===== config.mk =====
export PLATFORM = sky130hd
export DESIGN_NAME = adapter_bus_sched
export DESIGN_NICKNAME = d
export VERILOG_FILES = /design/src/rtl/adapter_bus_sched_pkg.sv /design/src/rtl/adapter_bus_sched_rr_pick.sv /design/src/rtl/adapter_bus_sched.sv
export SDC_FILE = /design/constraint.sdc
export NUM_CORES = 1
export LEC_CHECK = 0
export ABC_CLOCK_PERIOD_IN_PS = 7000
export BUFFER_PORTS_ARGS = -buffer_cell sky130_fd_sc_hd__buf_2
export CORE_AREA = 2 2 292 294
export DETAILED_ROUTE_END_ITERATION = 10
export DIE_AREA = 0 0 294 296
export GPL_TIMING_DRIVEN = 0
export PLACE_DENSITY_LB_ADDON = 0.05
export SYNTH_ARGS = -nofsm -noshare
export SYNTH_HDL_FRONTEND = slang
export SYNTH_SLANG_ARGS = --single-unit

===== constraint.sdc =====
create_clock -name CLK -period 7 [get_ports CLK]
set_input_delay 0 -clock CLK [delete_from_list [all_inputs] [get_ports CLK]]
set_output_delay 0 -clock CLK [all_outputs]
set_load 0.01 [all_outputs]

===== src/rtl/adapter_bus_sched_pkg.sv =====
// rtl/adapter_bus_sched_pkg.sv - shared types and constants for the adapter bus scheduler
package adapter_bus_sched_pkg;

    localparam int SIZE_W = 16;

    typedef enum logic [1:0] {
        IDLE  = 2'd0,
        BUSY  = 2'd1,
        CLEAR = 2'd2
    } state_e;

    // Width of a producer index; a single producer still needs one bit of port.
    function automatic int idx_w(input int n);
        return (n > 1) ? $clog2(n) : 1;
    endfunction

endpackage


===== src/rtl/adapter_bus_sched_rr_pick.sv =====
// rtl/adapter_bus_sched_rr_pick.sv - combinational round-robin priority picker
module rr_pick
    import adapter_bus_sched_pkg::*;
#(
    parameter int N  = 4,
    parameter int IW = idx_w(N)
) (
    input  logic [N-1:0]  req,
    input  logic [IW-1:0] ptr,
    output logic [N-1:0]  gnt,
    output logic [IW-1:0] idx,
    output logic          any
);

    logic [IW:0] cand;

    // First requester at or above ptr, wrapping; ptr itself has top priority.
    always_comb begin
        gnt  = '0;
        idx  = '0;
        any  = 1'b0;
        cand = '0;
        for (int k = 0; k < N; k++) begin
            cand = {1'b0, ptr} + (IW+1)'(k);
            if (cand >= (IW+1)'(N)) begin
                cand = cand - (IW+1)'(N);
            end
            if (!any && req[cand[IW-1:0]]) begin
                any = 1'b1;
                idx = cand[IW-1:0];
            end
        end
        if (any) begin
            gnt[idx] = 1'b1;
        end
    end

endmodule


===== src/rtl/adapter_bus_sched.sv =====
// rtl/adapter_bus_sched.sv - round-robin owner of a shared wide-to-narrow adapter with watchdog
module adapter_bus_sched
    import adapter_bus_sched_pkg::*;
#(
    parameter int  NREQ    = 4,
    parameter int  width   = 128,
    parameter int  owidth  = 32,
    parameter int  TIMEOUT = 1024,
    localparam int IW      = idx_w(NREQ)
) (
    input  logic                     CLK,
    input  logic                     RST,
    input  logic [NREQ-1:0]          req_enq__ENA,
    output logic [NREQ-1:0]          req_enq__RDY,
    input  logic [NREQ*width-1:0]    req_enq_v,
    input  logic [NREQ*SIZE_W-1:0]   req_enq_size,
    output logic                     adp_enq__ENA,
    input  logic                     adp_enq__RDY,
    output logic [width-1:0]         adp_enq_v,
    output logic [SIZE_W-1:0]        adp_enq_size,
    input  logic                     adp_deq__ENA,
    input  logic                     adp_last,
    output logic                     adp_clear__ENA,
    output logic [IW-1:0]            owner,
    output logic                     busy,
    output logic                     timeout_err,
    output logic [SIZE_W-1:0]        beat_cnt
);

    localparam int WD_W = $clog2(TIMEOUT);

    if (owidth < 1 || owidth > width) begin : g_bad_owidth
        $error("adapter_bus_sched: owidth must lie in 1..width");
    end
    if (NREQ < 2 || NREQ > 16 || TIMEOUT < 2) begin : g_bad_params
        $error("adapter_bus_sched: NREQ must be 2..16 and TIMEOUT at least 2");
    end

    state_e            state_q, state_d;
    logic [IW-1:0]     rr_ptr_q, rr_ptr_d;
    logic [IW-1:0]     owner_q, owner_d;
    logic              busy_q, busy_d;
    logic [SIZE_W-1:0] beat_cnt_q, beat_cnt_d;
    logic [WD_W-1:0]   wdog_q, wdog_d;
    logic              timeout_err_q, timeout_err_d;

    logic [NREQ-1:0]   pick_gnt;
    logic [IW-1:0]     pick_idx;
    logic              pick_any;
    logic              grant_open;
    logic              accept;

    rr_pick #(
        .N  (NREQ),
        .IW (IW)
    ) u_pick (
        .req (req_enq__ENA),
        .ptr (rr_ptr_q),
        .gnt (pick_gnt),
        .idx (pick_idx),
        .any (pick_any)
    );

    // Handshake side: only an idle, non-reset scheduler offers the adapter to the winner.
    always_comb begin
        grant_open     = (state_q == IDLE) && !RST;
        adp_enq__ENA   = grant_open && pick_any;
        req_enq__RDY   = (grant_open && adp_enq__RDY) ? pick_gnt : '0;
        adp_enq_v      = req_enq_v[pick_idx*width +: width];
        adp_enq_size   = req_enq_size[pick_idx*SIZE_W +: SIZE_W];
        adp_clear__ENA = (state_q == CLEAR) && !RST;
        accept         = adp_enq__ENA && adp_enq__RDY;
    end

    // Next-state: grant in IDLE, count beats and stalls in BUSY, one-cycle forced clear.
    always_comb begin
        state_d       = state_q;
        rr_ptr_d      = rr_ptr_q;
        owner_d       = owner_q;
        beat_cnt_d    = beat_cnt_q;
        wdog_d        = wdog_q;
        timeout_err_d = timeout_err_q;
        unique case (state_q)
            IDLE: begin
                if (accept) begin
                    rr_ptr_d   = (pick_idx == IW'(NREQ-1)) ? '0 : pick_idx + 1'b1;
                    owner_d    = pick_idx;
                    beat_cnt_d = '0;
                    wdog_d     = '0;
                    // A zero-length message produces no beats, so the grant ends here.
                    if (adp_enq_size != '0) begin
                        state_d = BUSY;
                    end
                end
            end
            BUSY: begin
                if (adp_deq__ENA) begin
                    if (beat_cnt_q != '1) begin
                        beat_cnt_d = beat_cnt_q + 1'b1;
                    end
                    wdog_d = '0;
                    if (adp_last) begin
                        state_d = IDLE;
                    end
                end else begin
                    wdog_d = wdog_q + 1'b1;
                    if (wdog_d == WD_W'(TIMEOUT-1)) begin
                        state_d = CLEAR;
                    end
                end
            end
            CLEAR: begin
                // Any beat seen here belongs to the message being thrown away.
                timeout_err_d = 1'b1;
                state_d       = IDLE;
            end
            default: begin
                state_d = IDLE;
            end
        endcase
        busy_d = (state_d != IDLE);
    end

    // State and registered status outputs.
    always_ff @(posedge CLK) begin
        if (RST) begin
            state_q       <= IDLE;
            rr_ptr_q      <= '0;
            owner_q       <= '0;
            busy_q        <= 1'b0;
            beat_cnt_q    <= '0;
            wdog_q        <= '0;
            timeout_err_q <= 1'b0;
        end else begin
            state_q       <= state_d;
            rr_ptr_q      <= rr_ptr_d;
            owner_q       <= owner_d;
            busy_q        <= busy_d;
            beat_cnt_q    <= beat_cnt_d;
            wdog_q        <= wdog_d;
            timeout_err_q <= timeout_err_d;
        end
    end

    assign owner       = owner_q;
    assign busy        = busy_q;
    assign beat_cnt    = beat_cnt_q;
    assign timeout_err = timeout_err_q;

endmodule

======== Word-level counts from Yosys, hierarchy flattened ========
Index checks and enable logic that the tools add are counted.
Widths: inputs -> output; s select.
word-level totals
  bits in registers ....................... 34
  bits of input ports ..................... 585
  output and inout bits ................... 170
  word-level logic and storage cells ...... 95
operators by class
  add/sub/neg operators ................... 10
  magnitude comparators ................... 10
  eq/ne operators ......................... 8
  shifts and indexed selects .............. 2
  mux-type cells .......................... 38
  reductions and logical operators ........ 20
operator list
  cell                   number
  $shiftx 512x10->128    1
  $shiftx 64x7->16       1
  $mux 16                3
  $pmux 16 s2            1
  $mux 2                 14
  $mux 10                2
  $pmux 10 s2            1
  $add 16x1->16 const B  1
  $ne 16x16->1 const B   1
  $reduce_bool 16->1     1
  $lt 2x3->1 const B     5
  $add 10x1->10 const B  1
  $eq 10x10->1 const B   1
  $ge 3x3->1 const B     3
  $logic_and 1x1->1      9
  $mux 1                 9
  $bmux 1 s2             4
  $mux 4                 2
  $sub 2x1->2 const B    4
  $add 2x2->3 const B    2
  $ne 2x2->1 const B     3
  $eq 2x2->1 const B     2
  $logic_not 1->1        4
  $pmux 2 s2             1
  other kinds (10)       12

======== Logic depth before layout (Yosys ltp) ========
Gate-level depths: netlist of the first run.
  word-level depth ........................ 20
  mapped depth ............................ 11
  mapped depth without buffers ............ 9

======== By module ========
Synthesis of the first run repeated with hierarchy kept, for this count alone.
unflattened totals
  cells, all modules ...................... 429
  area total of the unflattened synthesis .. 5496.5 µm²
by module, submodules not included
  module             times used  cells each  area each (µm²)  sequential area each (µm²)
  adapter_bus_sched  1           396         5285.1           680.7
  rr_pick            1           33          211.5            0.0

======== Least setup slack after synthesis of the first run ========
Ideal clock, no wire load.
  kind .................................... register to register
  start point ............................. reg rr_ptr_q[1]
  end point ............................... reg state_q[0]
  library setup time ...................... 117 ps
  arrival ................................. 2099 ps
  required time ........................... 6883 ps
  path slack .............................. 4784 ps
  cell stages (with the launch flop) ...... 12
  buffers on the path ..................... 2
  period minus slack after synthesis ...... 2216 ps
  cells stage by stage .................... dfxtp_1 nand2_2 a311oi_4 or2_1 buf_4 inv_2 buf_6 mux2i_1 mux2i_1 nor4_1 a31o_1 o21ai_1
between the ends
  cells in the longest elaborated chain, start to end .. 19
  elaborated cells on any way between the ends .. 44
  those cells by class .................... add/sub (7); order compare (4); shift (1); mux (23); reduce/logical (9)
ends and longest elaborated chain
  element                                                               line                             source
  start: declaration                                                    adapter_bus_sched.sv:40          logic [IW-1:0] rr_ptr_q, rr_ptr_d;
  start signal: assignment                                              adapter_bus_sched.sv:136         rr_ptr_q <= rr_ptr_d;
  parallel branches: the longest is 13 deep, another holds $add 2x1->3  n/a
  $mux 2 *                                                              adapter_bus_sched_rr_pick.sv:28  if (!any && req[cand[IW-1:0]]) begin
  $shiftx 64x7->16 *                                                    adapter_bus_sched.sv:70          adp_enq_size = req_enq_size[pick_idx*SIZE_W +: SIZE_W];
  via adp_enq_size[5]                                                   adapter_bus_sched.sv:20          output logic [SIZE_W-1:0] adp_enq_size,
  $reduce_bool 16->1 *                                                  adapter_bus_sched.sv:91          if (adp_enq_size != '0) begin
  $mux 2 *                                                              adapter_bus_sched.sv:91
  $mux 2 *                                                              adapter_bus_sched.sv:85          if (accept) begin
  $pmux 2 s2 *                                                          adapter_bus_sched.sv:83          unique case (state_q)
  end signal: assignment                                                adapter_bus_sched.sv:135         state_q <= state_d;
  end: declaration                                                      adapter_bus_sched.sv:39          state_e state_q, state_d;
Mark *: on every way through the listed nets, which the timed path passes. The select of a mux whose other input is x is not followed.
A chain may end at the register's enable or synchronous reset.

======== Final worst setup path of the first run ========
  start point ............................. reg rr_ptr_q[0]
  end point ............................... out adp_enq_v[106]
between the ends
  cells in the longest elaborated chain, start to end .. 15
  elaborated cells on any way between the ends .. 37
  those cells by class .................... add/sub (7); order compare (4); shift (1); mux (19); reduce/logical (6)
ends and longest elaborated chain
  element                                                               line                             source
  parallel branches: the longest is 13 deep, another holds $add 2x1->3  n/a
  $mux 2 *                                                              adapter_bus_sched_rr_pick.sv:28
  $shiftx 512x10->128 *                                                 adapter_bus_sched.sv:69          adp_enq_v = req_enq_v[pick_idx*width +: width];
  end: declaration                                                      adapter_bus_sched.sv:19          output logic [width-1:0] adp_enq_v,
Every way passes the cells marked *. The select of a mux whose other input is x is not followed.

==> results of run 1 <==
power breakdown:
group | total, mW | internal (mW) | switching, mW | leakage [nW]
clock network | 0.307 | 0.205 | 0.102 | 0.0941
registers | 0.202 | 0.197 | 0.00468 | 0.275
logic | 1.10 | 0.426 | 0.677 | 5.65
total | 1.61 | 0.828 | 0.783 | 6.02
flip-flops by register name, summed over array words and instances (netlist names):
signal,flops
wdog_q,10
timeout_err,1
state_q,2
busy,1
rr_ptr_q,2
owner,2
beat_cnt,16
synthesized netlist by cell type (all sizes together):
master	count	area share, %
a31oi	128	13
nor4	6	0.70
nand3	4	0.32
nand2	532	32
ha	7	1.4
o22ai	5	0.50
clkbuf	54	3.2
o211ai	1	0.12
nand4b	1	0.14
and2	2	0.20
a21o	2	0.24
nand4	11	1.1
a211oi	17	2.0
o21ai	9	0.72
nor2	44	2.6
nor2b	1	0.14
xnor2	2	0.28
or2	3	0.30
dfxtp	34	11
xor2	15	2.1
or3	3	0.30
or4	1	0.12
inv	7	0.42
a21oi	18	1.5
nand2b	5	0.50
a311oi	2	0.56
mux2i	25	4.0
nor3b	16	1.9
nor3	3	0.24
and3	142	14
buf	45	3.7
a22oi	3	0.36
a31o	1	0.14
area by class of cell:
| type | instances | share of cell area, % |
|---|---|---|
| Antenna cell | 15 | 0.3234 |
| Buffer | 99 | 3.741 |
| Clock buffer | 5 | 1.078 |
| Clock inverter | 3 | 0.5929 |
| Inverter | 7 | 0.2264 |
| Multi-Input combinational cell | 1009 | 43.95 |
| Sequential cell | 34 | 5.865 |
| Tap cell | 1090 | 11.75 |
| Timing Repair Buffer | 753 | 32.47 |
worst max-delay path, stage by stage, from the launching register on:
cell and delay (ns):
dfxtp_1 0.36, nand2b_1 0.16, a21oi_1 0.74, or2_1 0.19
buf_4 0.13, buf_2 0.35, buf_2 0.53, clkbuf_1 0.53
nand2_1 0.13, a31oi_1 0.31, buf_2 0.20
metrics by stage:
stage / worst slack, ns / instances
final: 3.060 / 3015
after global routing: 2.700 / 3007
after CTS: 2.817 / 3000
after detailed placement: 3.143 / 2992
after global placement: 3.140 / 2992
after floorplan: 4.784 / 1149
layout by cell type, fill, tap and decap left out, types with 11 or more instances in the layout:
master and n:
a31oi_1 128, and3_1 142, buf_2 785, nor3b_1 16, clkbuf_1 54, dfxtp_1 34, mux2i_1 25, diode_2 15
nor2_1 44, a211oi_1 17, a21oi_1 17, nand4_1 11, xor2_1 15, nand2_1 531
cells by family (layout without fill, tap and decap cells):
family / count (synthesis) / in the layout
buffers and inverters: 106 / 867
multiplexers: 25 / 25
adder cells (fa/ha/maj): 7 / 7
flip-flops: 34 / 34
AND/OR/NAND/NOR: 774 / 774
other: 0 / 15
AO/OA/AOI/OAI: 186 / 186
XOR/XNOR: 17 / 17
metal layers:
| layer | global-route usage [%] | vias up | share of wire, % |
|---|---|---|---|
| li1 | - | 5479 | - |
| met1 | 16.70 | 5261 | 38 |
| met2 | 29.49 | 425 | 53 |
| met3 | 4.609 | 110 | 7.6 |
| met4 | 2.115 | 38 | 1.4 |
| met5 | 0 | - | 0.38 |
final timing paths:
| check | from | end | cells after the start |
|---|---|---|---|
| worst max-delay path | rr_ptr_q[0] | adp_enq_v[106] | 10 |
| worst min-delay path | adp_last | busy | 4 |
| worst max register to register | rr_ptr_q[0] | state_q[0] | 9 |
| worst min register to register | timeout_err | timeout_err | 1 |
==> run summary, run 1 <==
POWER
------------------------------------------------------------------------------
Total chip power                                                      1.612 mW
Leakage                                                               6.019 nW
Worst-case vdd ir drop                                              0.08722 mV
Cell area power density                                           138.9 nW/µm²

TIMING
------------------------------------------------------------------------------
Accumulated negative setup slack                                          0 ns
Relative slew slack                                                     36.65%
Setup repair after global routing missed its margin                      false
Worst Hold Margin                                                    0.1015 ns
Worst clock skew                                                   0.008905 ns
Pin slew with the least headroom to its limit                        0.9503 ns
Number of failing setup endpoints in the final timing report                 0
Final period util                                                       56.29%
Max frequency                                                       0.2538 GHz
Minimum clock period after layout                                     3.940 ns
Fin. Hold Viols                                                              0
Final Slew Violations                                                        0

SETUP PATH
------------------------------------------------------------------------------
Data required time at the worst endpoint                               7.00 ns
Critical path arrival                                                  3.94 ns
Critical path class                                                    reg2out
Highest net fanout along the worst path                                     10
Setup slack of the most critical reg-to-reg path                       3.62 ns
Setup crit start kind                                                 register
Critical path endpoint category                                    output port

CLOCK NETWORK
------------------------------------------------------------------------------
Reg clk slew, reported paths                                           0.06 ns
Total clock buffers created by CTS                                           5
H-tree depth                                                                 2
Post-cts resize count                                                        0
Number of buffers added for setup after CTS                                  0
TritonCTS clock tree                                                       yes
Hold bufs inserted after CTS                                                 0
Clock network latency to the later pin of the worst-skew pair          0.29 ns
Total clock sinks                                                           34
Worst-case clock buffer depth                                                2
Root buffer cell                                                     clkbuf_16

FLOORPLANNING
------------------------------------------------------------------------------
Core Region                                                          84210 µm²
Die boundary height                                                     296 µm
Initial core utilization                                                7.413%
Width of the chip                                                       294 µm
Number of core rows                                                        107
Die area                                                             87020 µm²
Number of placed I/O pins                                                  755

CELLS AND AREA
------------------------------------------------------------------------------
Count of fill cells added during filler insertion                        10190
Post-Route Utilization                                                  13.78%
Multi-input gate area                                                 5101 µm²
Final net count                                                           2501
Cell area after layout                                               11610 µm²
Area occupied by registers                                           680.7 µm²
Layout overhead on the synthesized area                                 85.93%
Layout cells sized above 1                                              42.15%

LOGIC SYNTHESIS
------------------------------------------------------------------------------
Number of library cell types mapped by synthesis                            43
#FFs+latches synth                                                          34
Post-Synth Simple-Gate Area                                             54.90%
Total standard cell area after synthesis                              6242 µm²
Complex-gate fraction of the synthesized area                           19.02%
Dominant combinational cell family by area after synthesis        simple AND/OR/NAND/NOR gates
Area share of fa/ha/maj cells after synthesis                           1.403%
Post-synthesis xor/xnor area fraction                                   2.385%
Mean Syn Cell Area                                                   5.433 µm²
Part of the Yosys area used for sequential elements                     10.90%
Syn Nets                                                                  1741
Number of cells produced by synthesis                                     1149
Total number of yosys warnings                                               0
Share of cell area taken by muxes after synthesis                       4.009%

GLOBAL ROUTE
------------------------------------------------------------------------------
Initial antenna violation count                                             63
Maximum number of pins on one net before global-route repair                13
GRT Total Usage                                                         15.32%
Global-route wire length before repair                                94850 µm
Number of global-route vias before repair                                11670
Overflow left after global routing                                           0

PLACED DESIGN
------------------------------------------------------------------------------
Half-perimeter wire length after placement                            61580 µm
Final GP Congestion                                                     0.8338
Cell area reported after detailed placement                          11370 µm²
Count of input and output buffers                                          753

ROUTE
------------------------------------------------------------------------------
Routed length per instance                                            23.69 µm
Drt initial violations                                                     401
DRC violation count after routing                                            0
Number of nets still failing antenna checks after routing                    0
Vias after detailed routing                                              11310
Number of detailed-routing iterations run before antenna repair              5
Routed wire length                                                    71420 µm
Via count normalized by instance count                                   3.752

MIN PATH
------------------------------------------------------------------------------
Min-delay worst type                                                    in2reg

STATUS
------------------------------------------------------------------------------
Result of the run                                                 finished clean

JOB
------------------------------------------------------------------------------
Number of maximum-capacitance constraint violations                          0

Note: power is estimated with default switching activity, not from simulation.
==> run 2: changes to the inputs <==
--- a/config.mk
+++ b/config.mk
@@ -5,7 +5,7 @@
 export SDC_FILE = /design/constraint.sdc
 export NUM_CORES = 1
 export LEC_CHECK = 0
-export ABC_CLOCK_PERIOD_IN_PS = 7000
+export ABC_CLOCK_PERIOD_IN_PS = 3200
 export BUFFER_PORTS_ARGS = -buffer_cell sky130_fd_sc_hd__buf_2
 export CORE_AREA = 2 2 292 294
 export DETAILED_ROUTE_END_ITERATION = 10
==> constraint.sdc (replaced) <==
create_clock -name CLK -period 3.2 [get_ports CLK]
set_input_delay 0 -clock CLK [delete_from_list [all_inputs] [get_ports CLK]]
set_output_delay 0 -clock CLK [all_outputs]
set_load 0.01 [all_outputs]
==> run 2 against run 1 <==
Compared with the run above:
- die area unchanged
- routed wire length increased by 0.15%
- critical path depth decreased by 1
- flip-flop and latch count unchanged
- clock skew increased by 0.00083 ns
- first-iteration DRC count increased by 4.0%
- sequential share of layout area decreased by 0.067 points
- non-clock buffer count increased by 1
- global-route usage about the same
- combinational power increased by 120%
- core utilization increased by 0.16 points
- via count increased by 0.40%
- critical path type unchanged
==> run summary, run 2 (synthesis results as in run 1) <==
CELLS AND AREA
-------------------------------------------------------------------------------------
Multi-input gate area                                                        5112 µm²   +0.22%
Area occupied by registers                                                  680.7 µm²   unchanged
Max FFs per register                                                               16   unchanged
Most frequent cells in the layout                                        776 x buf_2, 531 x nand2_1, 142 x and3_1, 128 x a31oi_1, 44 x nor2_1
Count of fill cells added during filler insertion                               10170   -0.25%
Layout overhead on the synthesized area                                        88.07%
Final net count                                                                  2502   +0.040%
Most frequent standard cell in the layout excluding fill and tap cells          buf_2
Layout cells sized above 1                                                     44.64%   +2.5 points

TIMING
-------------------------------------------------------------------------------------
Slack of the critical path                                                  0.2058 ns   -2.854 ns
Number of failing setup endpoints in the final timing report                        0   unchanged
Relative slew slack                                                            54.79%   +18 points
Max frequency                                                              0.3340 GHz
Accumulated negative setup slack                                                 0 ns   unchanged
Setup repair after global routing missed its margin                             false
Worst Hold Margin                                                           0.1032 ns   +0.001698 ns
Pin slew with the least headroom to its limit                               0.6781 ns   -0.2722 ns
Final Slew Violations                                                               0   unchanged
Final period util                                                              93.57%
Fin. Hold Viols                                                                     0   unchanged
Worst clock skew                                                          0.009736 ns   +0.0008307 ns
Minimum clock period after layout                                            2.994 ns

PLACED DESIGN
-------------------------------------------------------------------------------------
Final GP Congestion                                                            0.8338   unchanged
Half-perimeter wire length after placement                                   61580 µm   unchanged
Worst Setup Slack post-DPL                                                 -0.6567 ns   -3.800 ns
Count of input and output buffers                                                 753   unchanged

CLOCK NETWORK
-------------------------------------------------------------------------------------
Hold bufs inserted after CTS                                                        0   unchanged
Worst-case clock buffer depth                                                       2   unchanged
H-tree depth                                                                        2   unchanged
TritonCTS clock tree                                                              yes
Clock network latency to the later pin of the worst-skew pair                 0.29 ns   about the same
Reg clk slew, reported paths                                                  0.06 ns   about the same
Total clock buffers created by CTS                                                  5   unchanged
Total clock sinks                                                                  34   unchanged
Root buffer cell                                                            clkbuf_16

FLOORPLANNING
-------------------------------------------------------------------------------------
Initial core utilization                                                       7.413%   unchanged
Die boundary height                                                            296 µm   unchanged
Width of the chip                                                              294 µm   unchanged
Core Region                                                                 84210 µm²   unchanged
Die area                                                                    87020 µm²   unchanged
Number of placed I/O pins                                                         755   unchanged
Number of core rows                                                               107   unchanged

SETUP PATH
-------------------------------------------------------------------------------------
Setup crit start kind                                                        register
Data required time at the worst endpoint                                      3.20 ns   -3.80 ns
Highest net fanout along the worst path                                            10   unchanged
Critical path arrival                                                         2.99 ns   -0.95 ns
Critical path class                                                           reg2out
Critical path endpoint category                                           output port
Worst R2R Path Depth                                                               10   +1

POWER
-------------------------------------------------------------------------------------
Power share of the sequential group                                             12.4%   about the same
Cell-internal power                                                          1.845 mW   +120%
Share of power burned in the clock network                                      18.8%   -0.3 points
Cell area power density                                                  303.6 nW/µm²   +120%
Leakage                                                                      6.183 nW   +2.7%
Worst-case vdd ir drop                                                      0.1904 mV   +120%
Switching part of the total                                                    48.24%   -0.37 points
Net switching power figure                                                   1.720 mW   +120%
Fraction of power consumed by combinational cells                               68.8%   +0.4 points

ROUTE
-------------------------------------------------------------------------------------
Number of detailed-routing iterations run before antenna repair                     5   unchanged
Via count normalized by instance count                                          3.767   +0.40%
Vias after detailed routing                                                     11360   +0.40%
Number of nets still failing antenna checks after routing                           0   unchanged
Drt initial violations                                                            417   +4.0%
Routed length per instance                                                   23.73 µm   +0.15%
DRC violation count after routing                                                   0   unchanged
Routed wire length                                                           71530 µm   +0.15%

GLOBAL ROUTE
-------------------------------------------------------------------------------------
Overflow left after global routing                                                  0   unchanged
Global-route wire length before repair                                       94940 µm   about the same
Initial antenna violation count                                                    63   unchanged
GRT Total Usage                                                                15.34%   +0.019 points
Maximum number of pins on one net before global-route repair                       13   unchanged
Number of global-route vias before repair                                       11670   +0.0086%

MIN PATH
-------------------------------------------------------------------------------------
Number of cells traversed by the worst hold path                                    4   unchanged
Min-delay worst type                                                           in2reg

STATUS
-------------------------------------------------------------------------------------
Result of the run                                                        finished clean

JOB
-------------------------------------------------------------------------------------
Number of maximum-capacitance constraint violations                                 0   unchanged

run 2: stage by stage:
stage	total power, mW	util, %	instance area [µm²]	std cells
after floorplan	1.602	-	6242	1149
after global placement	2.952	13.51	11370	2992
after detailed placement	2.937	13.51	11370	2992
after CTS	3.662	13.85	11660	3001
after global routing	3.866	13.92	11720	3008
final	3.565	13.94	11740	3015
run 2: worst max-delay path, cell delays in order (launching register included):
cell and delay, ns:
dfxtp_1 0.47, mux2i_1 0.21, o22ai_1 0.11, or2_1 0.28, inv_2 0.27, buf_4 0.34, buf_4 0.30, clkbuf_2 0.33
a31oi_1 0.19, buf_2 0.19
run 2: per-layer routing:
| metal | GRT usage (%) | wire length (µm) | up-vias |
|---|---|---|---|
| met2 | 29.49 | 37520 | 443 |
| met1 | 16.76 | 27100 | 5271 |
| met3 | 4.609 | 5598 | 114 |
| met4 | 2.115 | 1040 | 38 |
| met5 | 0 | 271 | - |
| li1 | - | - | 5492 |
run 2: worst paths after layout:
| kind | from | endpoint | slack [ns] |
|---|---|---|---|
| worst max-delay path | rr_ptr_q[1] | adp_enq_v[106] | 0.21 |
| worst min-delay path | adp_last | busy | 0.10 |
| worst max register to register | rr_ptr_q[1] | state_q[0] | 0.28 |
| worst min register to register | timeout_err | timeout_err | 0.46 |
run 2: what timing repair did:
item,CTS,global route
cloned,0,0
endpoints found under the setup margin,134,71
setup buffers,1,0
pin swaps,1,1
gates resized for setup,47,34
run 2: layout make-up:
type                    count  share of cell area (%)
diodes                     14                  0.2984
plain buffers              99                   4.700
clock buffers               5                   1.066
clock inverters             3                  0.5862
inverters                   7                  0.2238
multi-input cells        1009                   43.55
flip-flops and latches     34                   5.798
well taps                1090                   11.62
repair buffers            754                   32.16
run 2: power by group through the flow:
| stage | registers (mW) | clock network (mW) | logic [mW] |
|---|---|---|---|
| after floorplan | 0.451 | 0 | 1.15 |
| after global placement | 0.452 | 0 | 2.50 |
| after detailed placement | 0.451 | 0 | 2.49 |
| after CTS | 0.442 | 0.701 | 2.52 |
| after global routing | 0.444 | 0.710 | 2.71 |
| final | 0.442 | 0.671 | 2.45 |
==> run 3: changes to the inputs <==
--- a/config.mk
+++ b/config.mk
@@ -5,13 +5,15 @@
 export SDC_FILE = /design/constraint.sdc
 export NUM_CORES = 1
 export LEC_CHECK = 0
+export ABC_AREA = 1
 export ABC_CLOCK_PERIOD_IN_PS = 3200
 export BUFFER_PORTS_ARGS = -buffer_cell sky130_fd_sc_hd__buf_2
-export CORE_AREA = 2 2 292 294
+export CORE_AREA = 2 2 296 298
 export DETAILED_ROUTE_END_ITERATION = 10
-export DIE_AREA = 0 0 294 296
+export DIE_AREA = 0 0 298 300
 export GPL_TIMING_DRIVEN = 0
 export PLACE_DENSITY_LB_ADDON = 0.05
+export SETUP_SLACK_MARGIN = 0.15
 export SYNTH_ARGS = -nofsm -noshare
 export SYNTH_HDL_FRONTEND = slang
 export SYNTH_SLANG_ARGS = --single-unit
==> run 3 against run 2 <==
Compared with the run above:
- global-route usage rose by 0.13 points
- final area rose by 3.5%
- clock power fell by 14%
- highest routed layer unchanged
- combinational power rose by 150%
- sequential power barely moved
- core utilization rose by 0.16 points
- area after synthesis rose by 2.6%
- final cell count rose by 4.2%
- flip-flop and latch count did not move
==> run summary, run 3 <==
TIMING
-------------------------------------------------------------------------------------
Minimum clock period after layout                                            2.850 ns   -0.1444 ns
Relative slew slack                                                            61.02%   +6.2 points
Worst clock skew                                                          0.006972 ns   -0.002763 ns
Final Slew Violations                                                               0   unchanged
Worst Hold Margin                                                          0.02470 ns   -0.07854 ns
Fin. Hold Viols                                                                     0   unchanged
Pin slew with the least headroom to its limit                               0.5847 ns   -0.09343 ns
Number of failing setup endpoints in the final timing report                        0   unchanged
Final period util                                                              89.06%   -4.5 points
Setup repair after global routing missed its margin                              true
Max frequency                                                              0.3509 GHz   +5.1%

LOGIC SYNTHESIS
-------------------------------------------------------------------------------------
Count of flip-flops with a built-in enable after synthesis                          0   unchanged
Total number of yosys warnings                                                      0   unchanged
Share of flip-flops with an asynchronous set or reset                              0%   unchanged
Top FF cell, synth                                                            dfxtp_1
#FFs+latches synth                                                                 34   unchanged
Total standard cell area after synthesis                                     6404 µm²   +2.6%
Library cell with the largest summed area after synthesis                     nand2_1
Dominant cell by count in the synthesized netlist                             nand2_1
Mean Syn Cell Area                                                          5.305 µm²   -2.3%
Post-synth top cells                                                     564 x nand2_1, 151 x a21oi_1, 128 x a32oi_1, 68 x buf_2, 66 x inv_1
Syn Nets                                                                         1799   +3.3%
Top-area cell type share of the netlist area                                   33.06%   +1.1 points
Number of cells produced by synthesis                                            1207   +5.0%
Part of the Yosys area used for sequential elements                            10.63%   -0.27 points
Number of library cell types mapped by synthesis                                   35   -19%
Most area-consuming cells after synthesis                                nand2_1 33%, a32oi_1 18%, a21oi_1 12%, dfxtp_1 11%, buf_2 5.3%

CELLS AND AREA
-------------------------------------------------------------------------------------
Fin cells                                                                        3142   +4.2%
Most frequent cells in the layout                                        773 x buf_2, 560 x nand2_1, 151 x a21oi_1, 122 x a32oi_1, 66 x inv_1
Final net count                                                                  2560   +2.3%
Most frequent standard cell in the layout excluding fill and tap cells          buf_2
Max FFs per register                                                               16   unchanged
Count of fill cells added during filler insertion                               10460   +2.9%
Layout overhead on the synthesized area                                        89.84%
Cell area after layout                                                      12160 µm²   +3.5%
Post-Route Utilization                                                         14.10%   +0.16 points
Layout cells sized above 1                                                     45.12%   +0.49 points

CLOCK NETWORK
-------------------------------------------------------------------------------------
Total clock sinks                                                                  34   unchanged
H-tree depth                                                                        2   unchanged
Worst-case clock buffer depth                                                       2   unchanged
Clock network latency to the later pin of the worst-skew pair                 0.28 ns   about the same
Root buffer cell                                                            clkbuf_16
TritonCTS clock tree                                                              yes
Number of buffers added for setup after CTS                                         0   -1
Total clock buffers created by CTS                                                  5   unchanged
Reg clk slew, reported paths                                                  0.06 ns   about the same
Hold bufs inserted after CTS                                                        0   unchanged

GLOBAL ROUTE
-------------------------------------------------------------------------------------
Maximum number of pins on one net before global-route repair                       12   -1
GRT Total Usage                                                                15.47%   +0.13 points
Overflow left after global routing                                                  0   unchanged
Global-route wire length before repair                                       98880 µm   +4.1%
Number of global-route vias before repair                                       12150   +4.1%
Initial antenna violation count                                                    44   -30%

SETUP PATH
-------------------------------------------------------------------------------------
Highest net fanout along the worst path                                            10   unchanged
Data required time at the worst endpoint                                      3.20 ns   about the same
Critical path arrival                                                         2.85 ns   -0.14 ns
Critical path class                                                           reg2out
Critical path endpoint category                                           output port
Setup crit start kind                                                        register

ROUTE
-------------------------------------------------------------------------------------
Via count normalized by instance count                                          3.809   +1.1%
Vias after detailed routing                                                     11970   +5.4%
Number of nets still failing antenna checks after routing                           0   unchanged
Routed wire length                                                           73810 µm   +3.2%
Routed length per instance                                                   23.49 µm   -0.98%
Drt initial violations                                                            714   +71%
Number of detailed-routing iterations run before antenna repair                     4   -1
DRC violation count after routing                                                   0   unchanged

POWER
-------------------------------------------------------------------------------------
Leakage                                                                      6.239 nW   +0.91%
Cell area power density                                                  584.1 nW/µm²   +92%
Total chip power                                                             7.101 mW   +99%
Worst-case vdd ir drop                                                      0.1511 mV   -21%

PLACED DESIGN
-------------------------------------------------------------------------------------
Count of placed standard cells including taps                                    3116   +4.1%
Count of input and output buffers                                                 754   +0.13%
Final GP Congestion                                                            0.9131   +9.5%
Half-perimeter wire length after placement                                   63070 µm   +2.4%
Cell area reported after detailed placement                                 11620 µm²   +2.2%

FLOORPLANNING
-------------------------------------------------------------------------------------
Number of core rows                                                               108   +0.93%
Die area                                                                    89400 µm²   +2.7%
Initial core utilization                                                       7.428%   +0.015 points
Number of placed I/O pins                                                         755   unchanged
Die boundary height                                                            300 µm   +1.4%
Width of the chip                                                              298 µm   +1.4%
Core Region                                                                 86210 µm²   +2.4%

JOB
-------------------------------------------------------------------------------------
Number of maximum-capacitance constraint violations                                 0   unchanged

MIN PATH
-------------------------------------------------------------------------------------
Min-delay worst type                                                           in2reg

STATUS
-------------------------------------------------------------------------------------
Result of the run                                                        finished clean

-- run 3: cell types whose count changed in the layout (fill, tap and decap cells not counted), moves of 50 or more --
cell | previous run | this run
a21oi_1 | 16 | 151
a31oi_1 | 128 | 1
inv_1 | 5 | 66
nand3_1 | 4 | 54
and3_1 | 142 | 0
a32oi_1 | 0 | 122
-- run 3: metrics by stage --
step	worst slack, ns	setup TNS [ns]
final	0.3502	0
after global routing	0.1220	0
after CTS	0.08275	0
after detailed placement	-0.4491	-1.035
after global placement	-0.4818	-1.098
after floorplan	1.045	0
-- run 3: area by class of cell --
class	instances	area [µm²]	share of cell area [%]
clock buffers	6	138.9	1.142
repair buffers	754	3774	31.04
clock inverters	1	30.03	0.2470
plain buffers	101	768.2	6.319
flip-flops and latches	34	681.9	5.609
well taps	1155	1445	11.89
inverters	69	259.0	2.130
multi-input cells	1003	5012	41.23
diodes	19	47.55	0.3911
-- run 3: power breakdown --
part,total [mW],switching [mW],internal [mW]
combinational,6.08,3.97,2.11
clock,0.580,0.195,0.385
sequential,0.443,0.00938,0.433
-- run 3: timing repair --
action | 4_1_cts | 5_1_grt
pin swaps | 0 | 1
setup endpoints to repair | 133 | 129
gates resized for setup | 52 | 67
gates cloned | 0 | 0
-- run 3: cells by family after synthesis --
logic type,share of synthesized area [%]
simple gates,43.57
compound gates,31.05
buf+inv,12.29
flops,10.63
xor+xnor,1.094
fa+ha+maj,1.368
-- run 3: path summary, 6_finish.rpt --
| check | start | endpoint | slack (ns) | depth (start not counted) |
|---|---|---|---|---|
| worst max-delay path | rr_ptr_q[0] | adp_enq_v[94] | 0.35 | 14 |
| worst min-delay path | RST | rr_ptr_q[0] | 0.02 | 2 |
| worst max register to register | rr_ptr_q[0] | busy | 0.45 | 20 |
| worst min register to register | beat_cnt[4] | beat_cnt[4] | 0.47 | 2 |
-- run 3: routing by layer --
layer	vias to the layer above	track usage [%]	part of all wire, %
li1	5679	-	-
met1	5653	17.37	39
met2	535	29.60	53
met5	-	0	0.18
met3	85	3.996	6.9
met4	16	2.225	1.4
-- run 3: critical path: stages, from the launching register on --
cell	delay, ns
dfxtp_1	0.34
buf_4	0.17
nand2_1	0.09
nand3_1	0.12
nand2_1	0.12
nor2_4	0.16
nand3_2	0.11
nand3_2	0.12
buf_6	0.16
buf_8	0.17
buf_12	0.17
clkbuf_4	0.24
nand2_1	0.12
a32oi_1	0.27
buf_2	0.19
